$ cat src/rtl/clk_gate_ctrl.sv
// clk_gate_ctrl: per-channel clock-gating controller. It runs an idle timer, an off_req/off_ack
//   drain handshake and a wake-up settle counter, and drives the enables of NCH gating cells.
// Latency: the outputs are flops decoded from the registered state. They change one edge after the
//   state changes. An active cycle at edge k gives gate_en after k+1 and ready after k+1+WAKE_CYC.
// Backpressure: a channel stays in DRAIN with off_req high until the client returns off_ack.
//   Any activity during DRAIN aborts the drain.
// Ports:
//   clk_in, rst_n          always-on clock, async active-low reset
//   idle_thresh[IDLE_W]    idle cycles before gating (0 = never gate), shared
//   busy/wake_req/off_ack  per-channel activity, wake request, drain acknowledge
//   gate_en/ready/off_req/gated  per-channel registered status/enables
//   bypass                 only with CLK_GATE_CTRL_BYPASS_EN: force every channel running
module clk_gate_ctrl #(
  parameter int NCH      = 4,
  parameter int IDLE_W   = 8,
  parameter int WAKE_CYC = 2
) (
  input  logic              clk_in,
  input  logic              rst_n,
`ifdef CLK_GATE_CTRL_BYPASS_EN
  input  logic              bypass,
`endif
  input  logic [IDLE_W-1:0] idle_thresh,
  input  logic [NCH-1:0]    busy,
  input  logic [NCH-1:0]    wake_req,
  input  logic [NCH-1:0]    off_ack,
  output logic [NCH-1:0]    gate_en,
  output logic [NCH-1:0]    ready,
  output logic [NCH-1:0]    off_req,
  output logic [NCH-1:0]    gated
);

  localparam int WK_W = (WAKE_CYC > 1) ? $clog2(WAKE_CYC) : 1;
  localparam logic [WK_W-1:0] WK_LAST = WK_W'((WAKE_CYC > 0) ? WAKE_CYC - 1 : 0);

  typedef enum logic [2:0] {S_OFF, S_WAKE, S_RUN, S_COUNT, S_DRAIN} state_t;

  logic force_run;
`ifdef CLK_GATE_CTRL_BYPASS_EN
  assign force_run = bypass;
`else
  assign force_run = 1'b0;
`endif

  for (genvar i = 0; i < NCH; i++) begin : g_ch
    state_t            state_q, state_d, out_src;
    logic [IDLE_W-1:0] cnt_q, cnt_d;
    logic [WK_W-1:0]   wcnt_q, wcnt_d;
    logic [IDLE_W:0]   cnt_inc;
    logic              active;
    logic              gate_en_q, ready_q, off_req_q, gated_q;

    assign active  = busy[i] | wake_req[i];
    // One extra bit keeps cnt+1 from wrapping when it is compared with the threshold.
    assign cnt_inc = {1'b0, cnt_q} + {{IDLE_W{1'b0}}, 1'b1};

    always_comb begin
      state_d = state_q;
      cnt_d   = cnt_q;
      wcnt_d  = wcnt_q;
      case (state_q)
        S_OFF: begin
          if (active) begin
            state_d = (WAKE_CYC == 0) ? S_RUN : S_WAKE;
            wcnt_d  = '0;
          end
        end
        S_WAKE: begin
          // Client activity is ignored here; only the settle time matters.
          if (wcnt_q == WK_LAST) begin
            state_d = S_RUN;
            wcnt_d  = '0;
          end else begin
            wcnt_d = wcnt_q + WK_W'(1);
          end
        end
        S_RUN: begin
          cnt_d = '0;
          if (!active && (idle_thresh != '0)) begin
            if (idle_thresh == IDLE_W'(1)) begin
              state_d = S_DRAIN;
            end else begin
              state_d = S_COUNT;
              cnt_d   = IDLE_W'(1);
            end
          end
        end
        S_COUNT: begin
          // The threshold is compared live. Lowering it takes effect at once, and 0 cancels the count.
          if (active || (idle_thresh == '0)) begin
            state_d = S_RUN;
            cnt_d   = '0;
          end else if (cnt_inc >= {1'b0, idle_thresh}) begin
            state_d = S_DRAIN;
            cnt_d   = '0;
          end else begin
            cnt_d = cnt_inc[IDLE_W-1:0];
          end
        end
        S_DRAIN: begin
          // Activity takes priority over a simultaneous acknowledge.
          if (active) begin
            state_d = S_RUN;
          end else if (off_ack[i]) begin
            state_d = S_OFF;
          end
        end
        default: state_d = S_OFF;
      endcase
      if (force_run) begin
        state_d = S_RUN;
        cnt_d   = '0;
        wcnt_d  = '0;
      end
    end

    // With bypass set, the outputs are decoded as RUN directly, so they switch on the next edge.
    assign out_src = force_run ? S_RUN : state_q;

    always_ff @(posedge clk_in or negedge rst_n) begin
      if (!rst_n) begin
        state_q   <= S_OFF;
        cnt_q     <= '0;
        wcnt_q    <= '0;
        gate_en_q <= 1'b0;
        ready_q   <= 1'b0;
        off_req_q <= 1'b0;
        gated_q   <= 1'b1;
      end else begin
        state_q   <= state_d;
        cnt_q     <= cnt_d;
        wcnt_q    <= wcnt_d;
        gate_en_q <= (out_src != S_OFF);
        ready_q   <= (out_src == S_RUN) || (out_src == S_COUNT);
        off_req_q <= (out_src == S_DRAIN);
        gated_q   <= (out_src == S_OFF);
      end
    end

    assign gate_en[i] = gate_en_q;
    assign ready[i]   = ready_q;
    assign off_req[i] = off_req_q;
    assign gated[i]   = gated_q;
  end

endmodule

$ cat config.mk
export PLATFORM = sky130hd
export DESIGN_NAME = clk_gate_ctrl
export DESIGN_NICKNAME = d
export VERILOG_FILES = /design/src/rtl/clk_gate_ctrl.sv
export SDC_FILE = /design/constraint.sdc
export NUM_CORES = 1
export LEC_CHECK = 0
export CAP_MARGIN = 20
export CORE_ASPECT_RATIO = 1.5
export CORE_UTILIZATION = 50
export DETAILED_ROUTE_END_ITERATION = 16
export PLACE_DENSITY = 0.71
export RECOVER_POWER = 25
export SYNTH_ARGS = -nofsm -noshare
export SYNTH_HDL_FRONTEND = slang
export SYNTH_SLANG_ARGS = --single-unit
$ cat constraint.sdc
create_clock -name clk_in -period 5.1 [get_ports clk_in]
set_input_delay 1.02 -clock clk_in [delete_from_list [all_inputs] [get_ports clk_in]]
set_output_delay 1.02 -clock clk_in [all_outputs]
set_load 0.005 [all_outputs]
# == Word-level counts from Yosys, hierarchy flattened ==
# Cells that the tools add are included.
# W data, S select, Z words.
# totals
ff_bits,64
elab_cells,185
# op_classes
n_addsub,8
n_lt_le_gt_ge,4
n_eq_ne,37
mux,62
bitwise,4
n_reduce_logical,42
# ops
op,count
$mux W8,11
$mux W3,29
$pmux W8 S2,4
$pmux W3 S5,4
$add A8 B1 Y9 const B,4
$ge A9 B8 Y1,4
$eq A3 B2 Y1 const B,8
$ne A2 B2 Y1 const B,12
$ne A3 B3 Y1 const B,8
$reduce_and A5 Y1,4
$reduce_bool A2 Y1,8
$eq A3 B1 Y1 const B,4
$eq A3 B3 Y1 const B,4
$logic_not A3 Y1,4
$reduce_bool A3 Y1,4
$mux W1,10
$eq A8 B1 Y1 const B,1
$logic_not A8 Y1,1
$logic_or A1 B1 Y1,8
$pmux W1 S2,4
$reduce_and A2 Y1,4
$reduce_bool A8 Y1,1
$add A1 B1 Y1 const B,4
$logic_and A1 B1 Y1,4
other kinds (2),8

# == Logic depth before layout (Yosys ltp) ==
# Gate-level depths: netlist of run 1.
# depth
depth_word,5
depth_mapped,11
mapped_depth_nobuf,10

# == Least setup slack after synthesis of run 1 ==
# OpenSTA, ideal clock, no wires.
# synth_timing
path_type,reg2reg
start,register g_ch[1].cnt_q[0]
end,register g_ch[1].state_q[0]
setup_ns,0.125
arrival_ns,2.530
path_slack_ns,2.445
stages_incl_launch_ff,11
n_path_buf,0
period_less_slack_ns,2.655
cell_sequence,dfrtp_1 ha_1 nand3_1 o21a_1 or2_2 ha_1 o21ai_0 nor2_1 nor4_4 a21oi_2 mux2_4
# synth_between
elab_chain_cells,4
# synth_rtl
element,line_no,text
start: declaration,47,"logic [IDLE_W-1:0] cnt_q, cnt_d;"
start signal: assignment,131,cnt_q <= cnt_d;
$add A8 B1 Y9,55,"assign cnt_inc = {1'b0, cnt_q} + {{IDLE_W{1'b0}}, 1'b1};"
$ge A9 B8 Y1,93,"end else if (cnt_inc >= {1'b0, idle_thresh}) begin"
$ne A3 B3 Y1 (no source line),-,
$reduce_and A5 Y1 (no source line),-,
end signal: assignment,130,state_q <= state_d;
end: declaration,46,"state_t state_q, state_d, out_src;"
# Every way passes these cells.
# A chain may end at the register's enable or synchronous reset.

# == Final worst setup path of run 1 ==
# layout_timing
start,input port idle_thresh[0]
end,register g_ch[2].cnt_q[2]
# layout_between
elab_chain_cells,4
# layout_rtl
element,line_no,text
start: declaration,23,"input logic [IDLE_W-1:0] idle_thresh,"
$ge A9 B8 Y1 or $logic_not A8 Y1 (tied branches),"93, 90",
$mux W8 or $logic_or A1 B1 Y1 (tied branches),"93, 90",
$mux W8 (*),90,if (active || (idle_thresh == '0)) begin
$pmux W8 S2 (*),61,case (state_q)
end signal: assignment,131,
end: declaration,47,
# Every way passes the cells marked *; elsewhere a longest branch is shown, timed or not.

==> summary.txt, run 1 <==
Synth
  • Ys flop type: dfrtp_1
  • Post-synth EDFFs: 0
  • Count of state elements after synthesis: 64
  • Synth area leader: dfrtp_1
  • Top cells by area, synth: dfrtp_1, ha_1, nand2_1, a32o_1, buf_4
  • Syn Std Cell Area: 4235 um^2
  • Post-synthesis async set-or-reset flop share: 100.0%
  • Synth warn: 0
  • Yosys cell types: 58
  • Syn Nets: 513
  • Yosys top cell area share: 35.45%
  • Synth Instances: 455
  • Mean post-synth cell area: 9.308 um^2
  • Sequential element share of the synthesized area: 37.93%

Floorplanning
  • Core Rows: 40
  • Core area: 8108 um^2
  • Boundary pin count: 38
  • Die area: 8850 um^2
  • Starting Density: 52.24%
  • Die height: 114.7 um
  • Die W: 77.15 um

Cells and area
  • Register area: 1607 um^2
  • Commonest non-fill, non-tap cell in the layout: dfrtp_1
  • Final nets: 531
  • N_diodes: 0
  • Most frequent cells in the layout: dfrtp_1, nand2_1, ha_1, clkdlybuf4s50_1, nor2_1
  • Share of post-route cells with drive strength above 1: 7.128%
  • Area Growth Syn to Fin: 13.86%
  • Multi-input gate area: 2315 um^2
  • Fillers: 725

Global route
  • Total track usage: 22.35%
  • Number of global-route vias before repair: 3345
  • First-pass GRT wire length: 15440 um
  • Largest net degree at the start of global routing: 34
  • Congestion Overflow GR: 0
  • Initial antenna violation count: 0

Drt
  • Met2 wire len: 4708 um
  • DR WL met3: 331 um
  • Drt drc: 0
  • Top routing layer in use: met4
  • Vias/cell: 6.002
  • Routed WL: 9344 um
  • Routed metal-1 wire length: 4087 um
  • DRT antenna net count: 0
  • Avg WL per Cell: 16.05 um
  • Drt first pass iters: 5
  • Via count: 3493
  • Initial DRC count: 236

Critical path
  • Critical path type: input port to flip-flop
  • Worst Path Arrival: 3.49 ns
  • Critical path endpoint category: flip-flop
  • Crit path required time: 5.33 ns
  • Startpoint types: input port
  • Worst-path fanout max: 10

Status
  • Run status: complete, but fails checks
  • Failing checks: capacitance limit, slew limit

Placement
  • Worst slack at placement: 1.578 ns
  • Gp weighted congestion: 0.9364
  • Port Buffers: 37
  • Post-DP HPWL: 6833 um

Clock tree
  • CTS clk-pin slew, worst paths: 0.05 ns
  • Clock buffer depth: 2
  • Num CTS Buffers: 9
  • Post-CTS Hold Fix Bufs: 0
  • CTS tree: built
  • CTS resizes: 0
  • Clk_lat worst skew: 0.33 ns
  • Number of setup buffers added after CTS: 0
  • Clk sinks: 64
  • Root Buffer: clkbuf_16
  • H-tree Lvls: 3

STA
  • Setup_tns: 0 ns
  • Max-slew headroom: -13.39%
  • Worst clock skew: 0.006206 ns
  • Final setup vio count: 0
  • Slew Viols, Final: 33
  • Final hold vios: 0
  • Crit path time final: 3.256 ns
  • Final Cycle Share: 63.84%
  • Fmax achieved: 307.1 MHz
  • Hold Slack: 0.4965 ns
  • Setup ws final: 1.844 ns
  • RSZ-0062 raised after global routing: false
  • Slew at the pin closest to its max-slew limit: 1.701 ns

Power
  • Leakage: 2.241 nW
  • PwrDens: 404.4 nW/um^2
  • Maximum VDD drop: 210.5 uV

Run
  • Max_cap viols: 1

Min path
  • Worst Hold Class: flip-flop to flip-flop
==> final timing paths <==
check | start | slack, ns | endpoint | cells past startpoint
hold / removal | g_ch[1].wcnt_q | 0.50 | g_ch[1].wcnt_q | 2
hold reg to reg | g_ch[1].wcnt_q | 0.50 | g_ch[1].wcnt_q | 2
setup / recovery | idle_thresh[0] | 1.84 | g_ch[2].cnt_q[2] | 7
min in group asynchronous | rst_n | 1.13 | g_ch[2].gate_en_q | 1
setup reg to reg | g_ch[2].cnt_q[2] | 1.98 | g_ch[2].cnt_q[2] | 10
max in group asynchronous | rst_n | 2.70 | g_ch[0].gated_q | 2
==> critical path, cell delays in order <==
cell	delay (ns)
clkdlybuf4s50_1	0.68
ha_1	0.30
nor2b_1	0.11
o21ai_0	0.11
a31oi_1	0.78
nand2_1	0.22
o311ai_1	0.27
==> synth_stat cells, types with 5 or more instances <==
library cell	instances
a21oi_1	15
a22o_1	5
a31oi_1	16
a32o_1	12
and2_1	8
and3_1	8
buf_4	16
clkbuf_1	9
dfrtp_1	60
ha_1	36
inv_1	25
nand2_1	48
nand2b_1	8
nand3_1	19
nand4_1	7
nor2_1	32
nor2b_1	6
nor3_1	8
o211ai_1	7
o21ai_0	17
o31ai_1	7
or2_2	6
xnor2_1	11
xor2_1	7
==> cells by family (layout without fill, tap and decap cells) <==
family / count (synthesis) / in the layout / share of synthesized area (%)
fa+ha+maj: 36 / 36 / 10.64
compound gates: 106 / 106 / 17.87
buf+inv: 57 / 79 / 7.238
mux: 4 / 4 / 1.093
flops: 64 / 64 / 37.93
xor+xnor: 18 / 18 / 3.722
simple gates: 170 / 170 / 21.51
==> through the flow <==
stage	power [mW]	utilization [%]	instances	area (um^2)
after global placement	1.342	56.03	567	4543
after detailed placement	1.366	56.03	567	4543
after CTS	1.973	59.58	582	4831
after global routing	2.078	59.48	582	4822
final	1.950	59.48	582	4822
after floorplan	1.214	-	455	4235
==> registers in the layout, summed over array words and instances (netlist names) <==
signal	flops
g_ch.cnt_q	32
g_ch.out_src	12
g_ch.gate_en_q	4
g_ch.gated_q	4
g_ch.off_req_q	4
g_ch.ready_q	4
g_ch.wcnt_q	4
==> report_power, final <==
| part | leakage (nW) | total [mW] | switching, mW | internal (mW) |
|---|---|---|---|---|
| logic | 1.27 | 0.593 | 0.305 | 0.287 |
| registers | 0.826 | 0.760 | 0.131 | 0.629 |
| clock network | 0.145 | 0.598 | 0.212 | 0.386 |
| total | 2.24 | 1.95 | 0.648 | 1.30 |
==> per-layer routing <==
metal  vias up  global-route usage, %
li1       1688                      -
met4         0                  10.19
met1      1699                  26.64
met3        17                  4.861
met2        89                  38.41
met5         -                      0
==> layout make-up <==
class,count,area share (%)
clock inverter,4,0.9341
timing repair buffer,38,7.706
multi-input combinational,334,48.00
inverter,26,2.283
sequential,64,33.32
clock buffer,11,5.034
tap,105,2.724
No activity file was read; power rests on OpenSTA's default activity.
==> inputs of run 2 (changes only) <==
- PLACE_DENSITY: 0.71 -> 0.74
- clock period: 5.1 -> 2.8 ns (I/O delays scaled with it)
==> run 2 against run 1 <==
The run still ends with capacitance limit, slew limit left. Sequential power increased by 82%. Final cell count increased by 6.7%. First-iteration DRC count decreased by 9.3%. Global-route usage increased by 2.0 points. Via count increased by 4.4%. Power increased by 93%. Cell area increased by 7.9%. Sequential share of layout area decreased by 2.4 points. Critical path depth increased by 4. Critical endpoint is now g_ch[1].cnt_q[2]. Largest power group unchanged. Highest routed layer unchanged.
==> summary.txt, run 2 (synthesis results as in run 1) <==
Power
  • Leakage: 2.461 nW (+9.8%)
  • Clock power share: 31.0% (+0.4 points)
  • PwrDens: 723.1 nW/um^2 (+79%)
  • Sw frac: 33.25% (about the same)
  • Combinational share of power: 32.3% (+1.9 points)
  • Maximum VDD drop: 389.3 uV (+85%)
  • Internal power: 2.511 mW (+93%)
  • Final Total Pwr: 3.762 mW (+93%)
  • Sequential power share: 36.7% (-2.3 points)
  • Sw Pwr: 1.251 mW (+93%)

Clock tree
  • Root Buffer: clkbuf_16
  • Clk sinks: 64 (unchanged)
  • CTS tree: built
  • H-tree Lvls: 3 (unchanged)
  • Clk_lat worst skew: 0.34 ns (about the same)
  • Clock buffer depth: 2 (unchanged)
  • CTS clk-pin slew, worst paths: 0.05 ns (about the same)
  • Num CTS Buffers: 9 (unchanged)

Global route
  • Number of global-route vias before repair: 3704 (+11%)
  • Total track usage: 24.40% (+2.0 points)
  • First-pass GRT wire length: 16740 um (+8.4%)
  • Initial antenna violation count: 0 (unchanged)
  • Congestion Overflow GR: 0 (unchanged)
  • Largest net degree at the start of global routing: 29 (-15%)

STA
  • Fmax achieved: 372.2 MHz
  • Slew Viols, Final: 29 (-12%)
  • Slew at the pin closest to its max-slew limit: 1.525 ns (-0.1759 ns)
  • Crit path time final: 2.687 ns
  • Final hold vios: 0 (unchanged)
  • Setup_tns: 0 ns (unchanged)
  • Worst clock skew: 0.005084 ns (-0.001122 ns)
  • Max-slew headroom: -1.664% (+12 points)
  • Hold Slack: 0.4974 ns (+0.0009370 ns)
  • Final Cycle Share: 95.95%
  • Setup ws final: 0.1133 ns (-1.731 ns)
  • Final setup vio count: 0 (unchanged)

Placement
  • Port Buffers: 37 (unchanged)
  • DP Area: 4811 um^2 (+5.9%)
  • Worst slack at placement: 0.01312 ns (-1.565 ns)
  • Post-DP HPWL: 7484 um (+9.5%)
  • Gp weighted congestion: 0.8780 (-6.2%)

Cells and area
  • Commonest non-fill, non-tap cell in the layout: dfrtp_1
  • Top reg by flops: g_ch.cnt_q
  • Max reg flops: 32 (unchanged)
  • Most frequent cells in the layout: dfrtp_1, nand2_1, buf_4, clkdlybuf4s50_1, ha_1
  • Final nets: 569 (+7.2%)
  • N_diodes: 0 (unchanged)
  • Finished Cell Area: 5202 um^2 (+7.9%)
  • Share of post-route cells with drive strength above 1: 17.05% (+9.9 points)
  • Area Growth Syn to Fin: 22.84%

Critical path
  • Crit path required time: 3.06 ns (-2.27 ns)
  • R2R Path End: g_ch[1].cnt_q[2]
  • Critical path endpoint category: flip-flop
  • CP startpoint: g_ch[1].cnt_q[0]
  • Cells on worst reg2reg path: 11 (+1)
  • Critical path type: flip-flop to flip-flop
  • Reg2Reg Setup Slack: 0.11 ns (-1.87 ns)
  • RR Startpoint: g_ch[1].cnt_q[0]
  • Worst-path fanout max: 5 (-5)
  • Startpoint types: flip-flop
  • Crit path to: g_ch[1].cnt_q[2]
  • Worst Path Arrival: 2.94 ns (-0.55 ns)

Floorplanning
  • Die area: 8850 um^2 (unchanged)
  • Die height: 114.7 um (unchanged)
  • Core Rows: 40 (unchanged)
  • Die W: 77.15 um (unchanged)
  • Starting Density: 52.24% (unchanged)
  • Core area: 8108 um^2 (unchanged)
  • Boundary pin count: 38 (unchanged)

Drt
  • Drt drc: 0 (unchanged)
  • Routed WL: 10120 um (+8.3%)
  • Drt first pass iters: 4 (-1)
  • Vias/cell: 5.870 (-2.2%)
  • Initial DRC count: 214 (-9.3%)
  • DRT antenna net count: 0 (unchanged)
  • Avg WL per Cell: 16.30 um (+1.5%)
  • Via count: 3645 (+4.4%)

Status
  • Failing checks: capacitance limit, slew limit
  • Run status: complete, but fails checks

Min path
  • Worst Hold Class: flip-flop to flip-flop

Run
  • Max_cap viols: 1 (unchanged)
## run 2: cell count changes in the layout (fill, tap and decap cells not counted), sizes merged
cell | previous run | this run
buf | 1 | 39
clkbuf | 12 | 14
clkinv | 4 | 3
## run 2: worst min-delay path by stage
stage / startpoint / to / slack, ns / depth (start not counted)
floorplan: rst_n / g_ch[0].cnt_q[0] / 0.26 / 0
global placement: g_ch[1].wcnt_q / g_ch[1].wcnt_q / 0.47 / 2
detailed placement: g_ch[1].wcnt_q / g_ch[1].wcnt_q / 0.49 / 2
CTS: rst_n / g_ch[1].out_src[1] / 0.27 / 1
global route: g_ch[0].wcnt_q / g_ch[0].wcnt_q / 0.54 / 2
finish: g_ch[1].wcnt_q / g_ch[1].wcnt_q / 0.50 / 2
## run 2: cell type report
cell class | count | area [um^2]
Inverter | 26 | 110.1
Multi-Input combinational cell | 334 | 2374
Sequential cell | 64 | 1608
Timing Repair Buffer | 76 | 669.4
Clock buffer | 13 | 270.3
Fill cell | 686 | 2905
Tap cell | 105 | 131.4
Clock inverter | 3 | 40.04
## run 2: per-layer routing
metal | routed length (um) | share of wire [%] | global-route usage (%)
met5 | 0 | 0 | 0
met3 | 348 | 3.4 | 4.701
met4 | 319 | 3.2 | 13.71
met1 | 4073 | 40 | 26.16
met2 | 5380 | 53 | 44.54
## run 2: per-stage QoR
stage | std cells | utilization [%]
after detailed placement | 601 | 59.34
final | 621 | 64.17
after CTS | 617 | 63.16
after global placement | 601 | 59.34
after global routing | 621 | 64.17
after floorplan | 455 | -
## run 2: what timing repair did
action / CTS / global route
endpoints found under the setup margin: 0 / 17
hold endpoints to repair: 0 / 0
setup buffers: 0 / 4
hold buffers: 0 / 0
resized for setup: 0 / 15
## run 2: power by group through the flow
stage          Combinational (mW)  Clock [mW]  Sequential (mW)
2_1_floorplan               0.934           0             1.28
3_3_place_gp                 1.15           0             1.38
3_5_place_dp                 1.19           0             1.39
4_1_cts                      1.20        1.18             1.38
5_1_grt                      1.36        1.22             1.41
6_report                     1.22        1.17             1.38
## run 2: worst max-delay path, stage by stage (launching register included)
cell and delay, ns:
dfrtp_1 0.37, ha_2 0.20, nand3_2 0.12, o21a_1 0.23, or2_2 0.30, ha_1 0.21
a211oi_2 0.21, nor2_1 0.10, nor4_4 0.38, buf_4 0.21, nand2_2 0.08, o22ai_2 0.20
==> inputs of run 3 (changes only) <==
- CAP_MARGIN: 20 -> not set
==> results of run 3 <==
The final DEF is identical to that of run 2; final timing and power are the same.
